==> config.mk <==
export PLATFORM = sky130hd
export DESIGN_NAME = serial_chunk_adder
export DESIGN_NICKNAME = d
export VERILOG_FILES = /design/src/rtl/serial_chunk_adder_pkg.sv /design/src/rtl/serial_chunk_adder_chunk.sv /design/src/rtl/serial_chunk_adder.sv
export SDC_FILE = /design/constraint.sdc
export NUM_CORES = 1
export LEC_CHECK = 0
export BUFFER_PORTS_ARGS = -buffer_cell sky130_fd_sc_hd__buf_4
export CAP_MARGIN = 20
export CELL_PAD_IN_SITES_DETAIL_PLACEMENT = 0
export CELL_PAD_IN_SITES_GLOBAL_PLACEMENT = 1
export CORE_ASPECT_RATIO = 1.1
export CORE_MARGIN = 5
export CORE_UTILIZATION = 49
export CTS_BUF_LIST = sky130_fd_sc_hd__clkbuf_8
export DETAILED_ROUTE_END_ITERATION = 8
export PLACE_DENSITY = 0.93
export SETUP_SLACK_MARGIN = 0.5
export SLEW_MARGIN = 40
export SYNTH_ARGS = -nofsm -noshare
export SYNTH_HDL_FRONTEND = slang
export SYNTH_SLANG_ARGS = --single-unit
export TNS_END_PERCENT = 1
==> constraint.sdc <==
create_clock -name clk -period 3.75 [get_ports clk]
set_input_delay 0.75 -clock clk [delete_from_list [all_inputs] [get_ports clk]]
set_output_delay 0.75 -clock clk [all_outputs]
set_load 0.05 [all_outputs]
==> src/rtl/serial_chunk_adder_pkg.sv <==
`default_nettype none
// ============================================================================
// Module  : serial_chunk_adder_pkg
// Purpose : Shared definitions for the serial chunk adder: FSM state
//           encoding, derived-size helper functions and a parameter check
//           macro used at elaboration.
// Ports   : none (package)
// Revision: 1.0 - initial release
// ============================================================================

// Elaboration-time legality check for the WIDTH/CHUNK pair. Expands to a
// labelled generate block that raises an elaboration error when illegal.
`define SCA_PARAM_CHECK(W, C) \
    if (((C) < 1) || ((C) > (W)) || (((W) % (C)) != 0)) begin : g_param_err \
        $error("serial_chunk_adder: illegal WIDTH/CHUNK combination"); \
    end

package serial_chunk_adder_pkg;

    typedef enum logic [1:0] {
        ST_IDLE = 2'd0,
        ST_RUN  = 2'd1,
        ST_DONE = 2'd2
    } state_t;

    // Number of chunk cycles needed to cover the full operand.
    function automatic int sca_nchunk(input int width, input int chunk);
        return width / chunk;
    endfunction

    // Counter width; one spare bit so NCHUNK itself is representable.
    function automatic int sca_cnt_w(input int width, input int chunk);
        return $clog2(width / chunk) + 1;
    endfunction

endpackage

`default_nettype wire

==> src/rtl/serial_chunk_adder_chunk.sv <==
`default_nettype none
// ============================================================================
// Module  : chunk_adder
// Purpose : Combinational CHUNK-bit ripple-carry adder built from 1-bit full
//           adders.
// Ports   : x, y [CHUNK] - addends
//           ci            - carry in
//           s  [CHUNK]    - sum
//           co            - carry out of the top bit
// Revision: 1.0 - initial release
// ============================================================================
module chunk_adder #(
    parameter int CHUNK = 4
) (
    input  logic [CHUNK-1:0] x,
    input  logic [CHUNK-1:0] y,
    input  logic             ci,
    output logic [CHUNK-1:0] s,
    output logic             co
);

    // Ripple the carry through a scalar so no self-referencing vector chain
    // is created.
    logic w_carry;

    always_comb begin
        w_carry = ci;
        s       = '0;
        for (int i = 0; i < CHUNK; i++) begin
            s[i]    = x[i] ^ y[i] ^ w_carry;
            w_carry = (x[i] & y[i]) | (w_carry & (x[i] ^ y[i]));
        end
        co = w_carry;
    end

endmodule

`default_nettype wire

==> src/rtl/serial_chunk_adder.sv <==
`default_nettype none
// ============================================================================
// Module  : serial_chunk_adder
// Purpose : Multi-cycle add/subtract unit. WIDTH-bit operands are processed
//           CHUNK bits per clock through a single CHUNK-bit adder with the
//           carry held in a register between cycles. Valid/ready on both
//           sides; reports carry-out and signed overflow.
// Ports   : clk, rst_n            - clock, async active-low reset
//           in_valid/in_ready     - operand handshake
//           a, b [WIDTH], cin, sub- operands, carry-in, subtract select
//           out_valid/out_ready   - result handshake
//           sum [WIDTH], cout, ovf- result, carry-out, signed overflow
// Revision: 1.0 - initial release
// ============================================================================
module serial_chunk_adder #(
    parameter int WIDTH = 32,
    parameter int CHUNK = 4
) (
    input  logic             clk,
    input  logic             rst_n,
    input  logic             in_valid,
    output logic             in_ready,
    input  logic [WIDTH-1:0] a,
    input  logic [WIDTH-1:0] b,
    input  logic             cin,
    input  logic             sub,
    output logic             out_valid,
    input  logic             out_ready,
    output logic [WIDTH-1:0] sum,
    output logic             cout,
    output logic             ovf
);

    import serial_chunk_adder_pkg::*;

    localparam int NCHUNK = sca_nchunk(WIDTH, CHUNK);
    localparam int CNT_W  = sca_cnt_w(WIDTH, CHUNK);
    localparam logic [CNT_W-1:0] LAST_CNT = CNT_W'(NCHUNK - 1);

    `SCA_PARAM_CHECK(WIDTH, CHUNK)

    state_t           state_q,     state_d;
    logic [WIDTH-1:0] a_sh_q,      a_sh_d;
    logic [WIDTH-1:0] b_sh_q,      b_sh_d;
    logic [WIDTH-1:0] res_q,       res_d;
    logic             carry_q,     carry_d;
    logic             msb_a_q,     msb_a_d;
    logic             msb_b_q,     msb_b_d;
    logic [CNT_W-1:0] cnt_q,       cnt_d;
    logic             in_ready_q,  in_ready_d;
    logic             out_valid_q, out_valid_d;
    logic [WIDTH-1:0] sum_q,       sum_d;
    logic             cout_q,      cout_d;
    logic             ovf_q,       ovf_d;

    logic [CHUNK-1:0] chunk_s;
    logic             chunk_co;
    logic [WIDTH-1:0] res_next;

    chunk_adder #(
        .CHUNK (CHUNK)
    ) u_chunk_adder (
        .x  (a_sh_q[CHUNK-1:0]),
        .y  (b_sh_q[CHUNK-1:0]),
        .ci (carry_q),
        .s  (chunk_s),
        .co (chunk_co)
    );

    // Each chunk sum enters at the top of the result register; after NCHUNK
    // shifts the first (least significant) chunk has reached bit 0.
    if (NCHUNK == 1) begin : g_res_single
        assign res_next = chunk_s;
    end else begin : g_res_multi
        assign res_next = {chunk_s, res_q[WIDTH-1:CHUNK]};
    end

    always_comb begin
        state_d     = state_q;
        a_sh_d      = a_sh_q;
        b_sh_d      = b_sh_q;
        res_d       = res_q;
        carry_d     = carry_q;
        msb_a_d     = msb_a_q;
        msb_b_d     = msb_b_q;
        cnt_d       = cnt_q;
        in_ready_d  = in_ready_q;
        out_valid_d = out_valid_q;
        sum_d       = sum_q;
        cout_d      = cout_q;
        ovf_d       = ovf_q;

        case (state_q)
            ST_IDLE: begin
                in_ready_d = 1'b1;
                if (in_valid && in_ready_q) begin
                    // Subtraction is a + ~b + 1: invert b and force carry-in.
                    a_sh_d     = a;
                    b_sh_d     = sub ? ~b : b;
                    carry_d    = sub | cin;
                    msb_a_d    = a[WIDTH-1];
                    msb_b_d    = sub ? ~b[WIDTH-1] : b[WIDTH-1];
                    cnt_d      = '0;
                    in_ready_d = 1'b0;
                    state_d    = ST_RUN;
                end
            end

            ST_RUN: begin
                a_sh_d  = a_sh_q >> CHUNK;
                b_sh_d  = b_sh_q >> CHUNK;
                res_d   = res_next;
                carry_d = chunk_co;
                cnt_d   = cnt_q + CNT_W'(1);
                if (cnt_q == LAST_CNT) begin
                    state_d     = ST_DONE;
                    out_valid_d = 1'b1;
                    sum_d       = res_next;
                    cout_d      = chunk_co;
                    ovf_d       = (msb_a_q == msb_b_q) &&
                                  (res_next[WIDTH-1] != msb_a_q);
                end
            end

            ST_DONE: begin
                if (out_ready) begin
                    out_valid_d = 1'b0;
                    in_ready_d  = 1'b1;
                    state_d     = ST_IDLE;
                end
            end

            default: begin
                state_d     = ST_IDLE;
                in_ready_d  = 1'b1;
                out_valid_d = 1'b0;
            end
        endcase
    end

    always_ff @(posedge clk or negedge rst_n) begin
        if (!rst_n) begin
            state_q     <= ST_IDLE;
            a_sh_q      <= '0;
            b_sh_q      <= '0;
            res_q       <= '0;
            carry_q     <= 1'b0;
            msb_a_q     <= 1'b0;
            msb_b_q     <= 1'b0;
            cnt_q       <= '0;
            in_ready_q  <= 1'b1;
            out_valid_q <= 1'b0;
            sum_q       <= '0;
            cout_q      <= 1'b0;
            ovf_q       <= 1'b0;
        end else begin
            state_q     <= state_d;
            a_sh_q      <= a_sh_d;
            b_sh_q      <= b_sh_d;
            res_q       <= res_d;
            carry_q     <= carry_d;
            msb_a_q     <= msb_a_d;
            msb_b_q     <= msb_b_d;
            cnt_q       <= cnt_d;
            in_ready_q  <= in_ready_d;
            out_valid_q <= out_valid_d;
            sum_q       <= sum_d;
            cout_q      <= cout_d;
            ovf_q       <= ovf_d;
        end
    end

    assign in_ready  = in_ready_q;
    assign out_valid = out_valid_q;
    assign sum       = sum_q;
    assign cout      = cout_q;
    assign ovf       = ovf_q;

endmodule

`default_nettype wire
-- Yosys cells after proc, flatten, opt, wreduce, memory -nomap -nowiden
Index checks and enable logic that the tools add are counted.
- register bits: 141
- input bits: 70
- output and inout port bits: 36
- word-level logic and storage cells: 77
- add/subtract/negate cells: 1
- equal/unequal tests: 8
- muxes and demuxes: 20
- bitwise gates (word level): 25
- reductions and logical operators: 10
- operators with widths (cell ; number):
    $pmux W32 S2 ; 2
    $mux W32 ; 3
    $not A32 Y32 ; 1
    $and A1 B1 Y1 ; 8
    $pmux W4 S2 ; 1
    $reduce_and A2 Y1 ; 4
    $xor A1 B1 Y1 ; 8
    $mux W1 ; 6
    $mux W2 ; 3
    $ne A2 B2 Y1 const B ; 3
    $pmux W1 S3 ; 2
    $pmux W2 S3 ; 1
    $reduce_and A3 Y1 ; 2
    $or A1 B1 Y1 ; 5
    $add A4 B1 Y4 const B ; 1
    $eq A4 B3 Y1 const B ; 1
    $mux W4 ; 1
    $not A1 Y1 ; 3
    $eq A2 B1 Y1 const B ; 1
    $eq A2 B2 Y1 const B ; 1
    $logic_and A1 B1 Y1 ; 2
    $logic_not A2 Y1 ; 1
    $pmux W1 S2 ; 1
    $reduce_bool A2 Y1 ; 1
    other kinds (2) ; 2

-- Depth between registers and ports, before layout
- depth after elaboration: 10
- gate-level depth with buffers: 10
- depth with buffers taken out: 10

-- Hierarchy
A second synthesis with hierarchy kept.
- cells, all modules: 547
- area total of the unflattened synthesis: 5970.7 um2
- modules (own cells, without submodules) (module ; instances ; cells each ; area each (um2)):
    serial_chunk_adder ; 1 ; 533 ; 5853.1
    chunk_adder ; 1 ; 14 ; 117.6

-- Worst setup path after synthesis
OpenSTA, ideal clock, no wires.
- kind: register to register
- start point: reg a_sh_q[0]
- end point: reg ovf_q, in the netlist ovf
- setup time: 0.067 ns
- data arrival time: 2.439 ns
- data required time: 3.683 ns
- path slack: 1.243 ns
- cell stages (with the launch flop): 11
- buffers on the path: 0
- clock period less this slack: 2.507 ns
- path through: dfrtp_1 > fa_1 > inv_1 > fa_1 > inv_1 > fa_1 > inv_1 > fa_1 > or3_1 > nand2_1 > mux2_1
- longest elaborated chain between the ends: 10
- ends and longest elaborated chain (item ; line ; RTL):
    from (decl) ; serial_chunk_adder.sv:43 ; logic [WIDTH-1:0] a_sh_q, a_sh_d;
    from (signal assigned) ; serial_chunk_adder.sv:158 ; a_sh_q <= a_sh_d;
    $xor A1 B1 Y1 ; serial_chunk_adder_chunk.sv:31 ; w_carry = (x[i] & y[i]) | (w_carry & (x[i] ^ y[i]));
    $and A1 B1 Y1 ; serial_chunk_adder_chunk.sv:31 ;
    $or A1 B1 Y1 (*) ; serial_chunk_adder_chunk.sv:31 ;
    $and A1 B1 Y1 (*) ; serial_chunk_adder_chunk.sv:31 ;
    $or A1 B1 Y1 (*) ; serial_chunk_adder_chunk.sv:31 ;
    $and A1 B1 Y1 (*) ; serial_chunk_adder_chunk.sv:31 ;
    $or A1 B1 Y1 (*) ; serial_chunk_adder_chunk.sv:31 ;
    $xor A1 B1 Y1 (*) ; serial_chunk_adder_chunk.sv:30 ; s[i] = x[i] ^ y[i] ^ w_carry;
    $ne A1 B1 Y1 (*) ; serial_chunk_adder.sv:121 ; (res_next[WIDTH-1] != msb_a_q);
    $logic_and A1 B1 Y1 (*) ; serial_chunk_adder.sv:120 ; ovf_d = (msb_a_q == msb_b_q) &&
    to (signal assigned) ; serial_chunk_adder.sv:169 ; ovf_q <= ovf_d;
    to (decl) ; serial_chunk_adder.sv:54 ; logic ovf_q, ovf_d;
Every way passes the cells marked *; elsewhere a longest branch is shown, timed or not.
A chain may end at the register's enable or synchronous reset.

-- Worst setup path after layout
Same ends and word-level chain as after synthesis.

==> metrics.md <==
| Metric | Value |
|---|---|
| Final Slew Violations | `0` |
| Startpoint class of the critical path | `flop` |
| Setup-failing EPs final | `0` |
| Unique cell type count in the Yosys netlist | `40` |
| Post-CTS setup-driven buffer insertion count | `0` |
| Worst IR drop on VDD | `0.000489 V` |
| Run status | `finished clean` |
| Number of enable-type register cells in the synthesized netlist | `0` |
| Family of cells with the greatest summed delay on the critical path | `adder cells` |
| Primary flip-flop cell chosen by synthesis mapping | `dfrtp_1` |
| Net switching power | `2.80 mW` |
| Share of the core filled with cells | `0.608` |
| Total congestion overflow after global routing | `0` |
| Post-synthesis register bit count | `137` |
| Floorplan Core Area | `0.0120 mm2` |
| Number of DRC violations after detailed routing | `0` |
| Count of fill cells added during filler insertion | `969` |
| Layout cells sized above 1 | `0.240` |
| Residual antenna-violating net count after detailed routing | `0` |
| Buffer type at the clock tree root | `clkbuf_8` |
| Average wire length per cell after detail routing | `16.5 um` |
| Warnings from Yosys | `0` |
| Post-CTS Resized | `0` |
| Unrepaired setup endpoints after global routing | `false` |
| Critical Path, Cell by Cell | `fa_1 > inv_1 > fa_1 > inv_1 > fa_1 > inv_1 > fa_1 > or3_1 > nand2_1 > mux2_1` |
| Cell total after placement | `767` |
| Max Cap Violations | `0` |
| Area added between synthesis and finish | `21.9%` |
| Pin count of the biggest net entering global routing | `65` |
| Post-route minimum period | `2.67 ns` |
| Post-synthesis cell area | `0.00598 mm2` |
| Worst slack at placement | `1.08 ns` |
| Nets in the synthesized netlist | `618` |
| Max frequency | `375 MHz` |
| Cts bufs inserted | `17` |
| R2R Path End | `ovf` |
| Clock Tree Buf Depth | `2` |
| Number of antenna diodes | `0` |
| Mean instance size in the synthesized netlist | `11.0 um2` |
| FF/Latch Area | `0.00343 mm2` |
| WP buf/inv | `3` |
| Slack of the worst reg-to-reg path | `1.08 ns` |
| Total number of H-tree levels | `4` |
| Setup WS post-layout | `1.08 ns` |
| Via/cell ratio | `5.60` |
| Row count | `42` |
| Total length of routed wires | `13200 um` |
| IO Pins | `106` |
| Max FO, Critical Path | `4` |
| First-pass GRT wire length | `22300 um` |
| Path class of the lowest-slack min-delay path | `in2async` |
| Total of hold buffers inserted after clock tree synthesis | `0` |
| Final-report hold violation count | `0` |
| Standard cell with the maximum stage delay on the critical path | `fa_1` |
| Worst R2R Start | `a_sh_q[0]` |
| Worst-skew pair later-pin latency | `0.43 ns` |
| Design internal power | `3.92 mW` |
| Post-route setup TNS | `0 ns` |
| Leakage power total | `3.48 nW` |
| Via count of the first global-routing pass | `4556` |
| Cells after synthesis | `543` |
| Async set or reset register ratio after synthesis | `1.00` |
| Area used by multi-input combinational logic | `0.00230 mm2` |
| Path depth of the worst reg2reg path | `10` |
| Fraction of the yosys area taken by sequential cells | `0.574` |
| Power density over the cells | `922 mW/mm2` |
| Vias after detailed routing | `4476` |
| Detailed placement HPWL | `8870 um` |
| Die width | `115 um` |
| Layout net count | `707` |
| Die boundary height | `126 um` |
| CP most frequent cell | `fa_1` |
| Transition time at the pin with the least slew margin | `0.617 ns` |
| Number of sinks driven by the clock tree | `137` |
| PnR Total Power | `6.72 mW` |
| Slew Limit Headroom | `0.589` |
| Share of total power in the clock network | `0.193` |
| Worst EP required | `4.12 ns` |
| Number of antenna violations at the first check in global routing | `0` |
| Element type at the critical path end | `flop` |
| Clock transition at the registers of the reported paths | `0.08 ns` |
| Final Cycle Share | `0.712` |
| Placer Congestion | `0.765` |
| CTS tree | `done` |
| Sw Ratio | `0.417` |
| Relative contribution of combinational cells to total power | `0.420` |
| Slowest stage delay, CP | `0.47 ns` |
| Port-buffer cells | `105` |
| Overall fraction of global-route tracks in use | `0.192` |
| Effective utilization at floorplan | `0.499` |
| Pre-antenna DRT Iters | `4` |
| Area of the die | `0.0145 mm2` |
| First-iteration detailed-routing DRC count | `464` |
| Skew final | `0.0114 ns` |
| Final std cells w/o fill | `799` |
| Seq pwr share | `0.387` |
| Category of the most critical setup path | `reg2reg` |
| Worst path arrival time | `3.04 ns` |
==> cell usage in the layout (no fill, tap or decap), types with 2 or more instances in the layout <==
master      netlist  routed
o22ai_1          56      56
buf_4             1     110
bufinv_16         0       3
inv_1            11      10
clkbuf_8          0      20
clkinv_4          0       3
inv_2             1       2
dfrtp_1         136     136
clkinvlp_4        0       2
mux2i_1           3       3
inv_6             0       3
nor2_1           30      30
a221o_1          28      28
xor2_1            2       2
o21ai_0           3       3
mux2_1           31      31
nand3_1          12      12
a21oi_1          29      29
fa_1              4       4
nand2_1          97      97
xnor2_1          31      31
o21ai_1           7       7
==> worst reg2reg max path, stage by stage (launching register included) <==
cell and delay, ns:
dfrtp_1 0.42, fa_1 0.42, inv_1 0.07, fa_1 0.15
inv_1 0.05, fa_1 0.35, inv_1 0.08, fa_1 0.47
or3_1 0.39, nand2_1 0.08, mux2_1 0.12
==> sequential cells by signal (all words and copies together), names as in the netlist <==
name       count
a_sh_q        32
b_sh_q        32
carry_q        1
cnt_q          4
cout           1
in_ready       1
msb_a_q        1
msb_b_q        1
out_valid      1
ovf            1
res_q         28
state_q        2
sum           32
==> routing by layer <==
| metal | routed length, um | vias up | share of wire | track usage |
|---|---|---|---|---|
| met4 | 334 | 0 | 0.025 | 0.0732 |
| met3 | 696 | 26 | 0.053 | 0.0417 |
| met1 | 5580 | 2221 | 0.42 | 0.249 |
| met5 | 0 | - | 0 | 0 |
| met2 | 6610 | 130 | 0.50 | 0.315 |
| li1 | - | 2099 | - | - |
==> power by group through the flow <==
stage | Combinational (mW) | Clock, mW | Sequential [mW]
2_1_floorplan | 1.62 | 0 | 3.03
3_3_place_gp | 2.71 | 0 | 2.58
3_5_place_dp | 2.84 | 0 | 2.62
4_1_cts | 2.85 | 1.32 | 2.60
5_1_grt | 3.12 | 1.39 | 2.69
6_report | 2.82 | 1.30 | 2.60
==> cells by family (layout without fill, tap and decap cells) <==
| group | Yosys count | in the layout | share of synthesized area |
|---|---|---|---|
| and+or+nand+nor | 149 | 149 | 0.104 |
| DFF | 137 | 137 | 0.574 |
| AOI/OAI and AO/OA | 130 | 130 | 0.148 |
| buffers and inverters | 55 | 157 | 0.0465 |
| muxes | 34 | 34 | 0.0634 |
| xor gates and xnor gates | 33 | 33 | 0.0484 |
| adders and majority gates | 5 | 5 | 0.0155 |
==> area by class of cell <==
class,count,area share
sequential,137,0.471
multi-input combinational,351,0.316
timing repair buffer,113,0.121
clock buffer,20,0.0378
tap,154,0.0264
clock inverter,12,0.0223
inverter,12,0.00618
==> stage by stage <==
stage | hold slack [ns] | instance area (um2)
final | 0.248 | 7290
after floorplan | 0.442 | 5980
after global routing | 0.267 | 7290
after CTS | 0.252 | 7290
after detailed placement | 0.463 | 6850
after global placement | 0.455 | 6780
==> synth_stat cells (2+ instances only) <==
library cell / count / area [um2]
fa_1: 4 / 80.1
xnor2_1: 31 / 272
o21ai_1: 7 / 35.0
clkbuf_1: 16 / 60.1
a21oi_1: 29 / 145
mux2_1: 31 / 349
buf_2: 18 / 90.1
o22ai_1: 56 / 350
dfrtp_1: 136 / 3400
buf_6: 6 / 67.6
nand3_1: 12 / 60.1
nor2_1: 30 / 113
xor2_1: 2 / 17.5
mux2i_1: 3 / 30.0
nand2_1: 97 / 364
o21ai_0: 3 / 15.0
buf_1: 2 / 7.51
a221o_1: 28 / 280
inv_1: 11 / 41.3
==> how the worst max path moves through the flow <==
stage,to,slack [ns],startpoint,cells past startpoint
after floorplan,ovf,1.24,a_sh_q[0],10
after CTS,ovf,1.06,a_sh_q[0],10
after global placement,ovf,1.18,a_sh_q[0],10
final,ovf,1.08,a_sh_q[0],10
after global routing,ovf,0.91,a_sh_q[0],10
after detailed placement,ovf,1.08,a_sh_q[0],10
No activity file was read; power rests on OpenSTA's default activity.
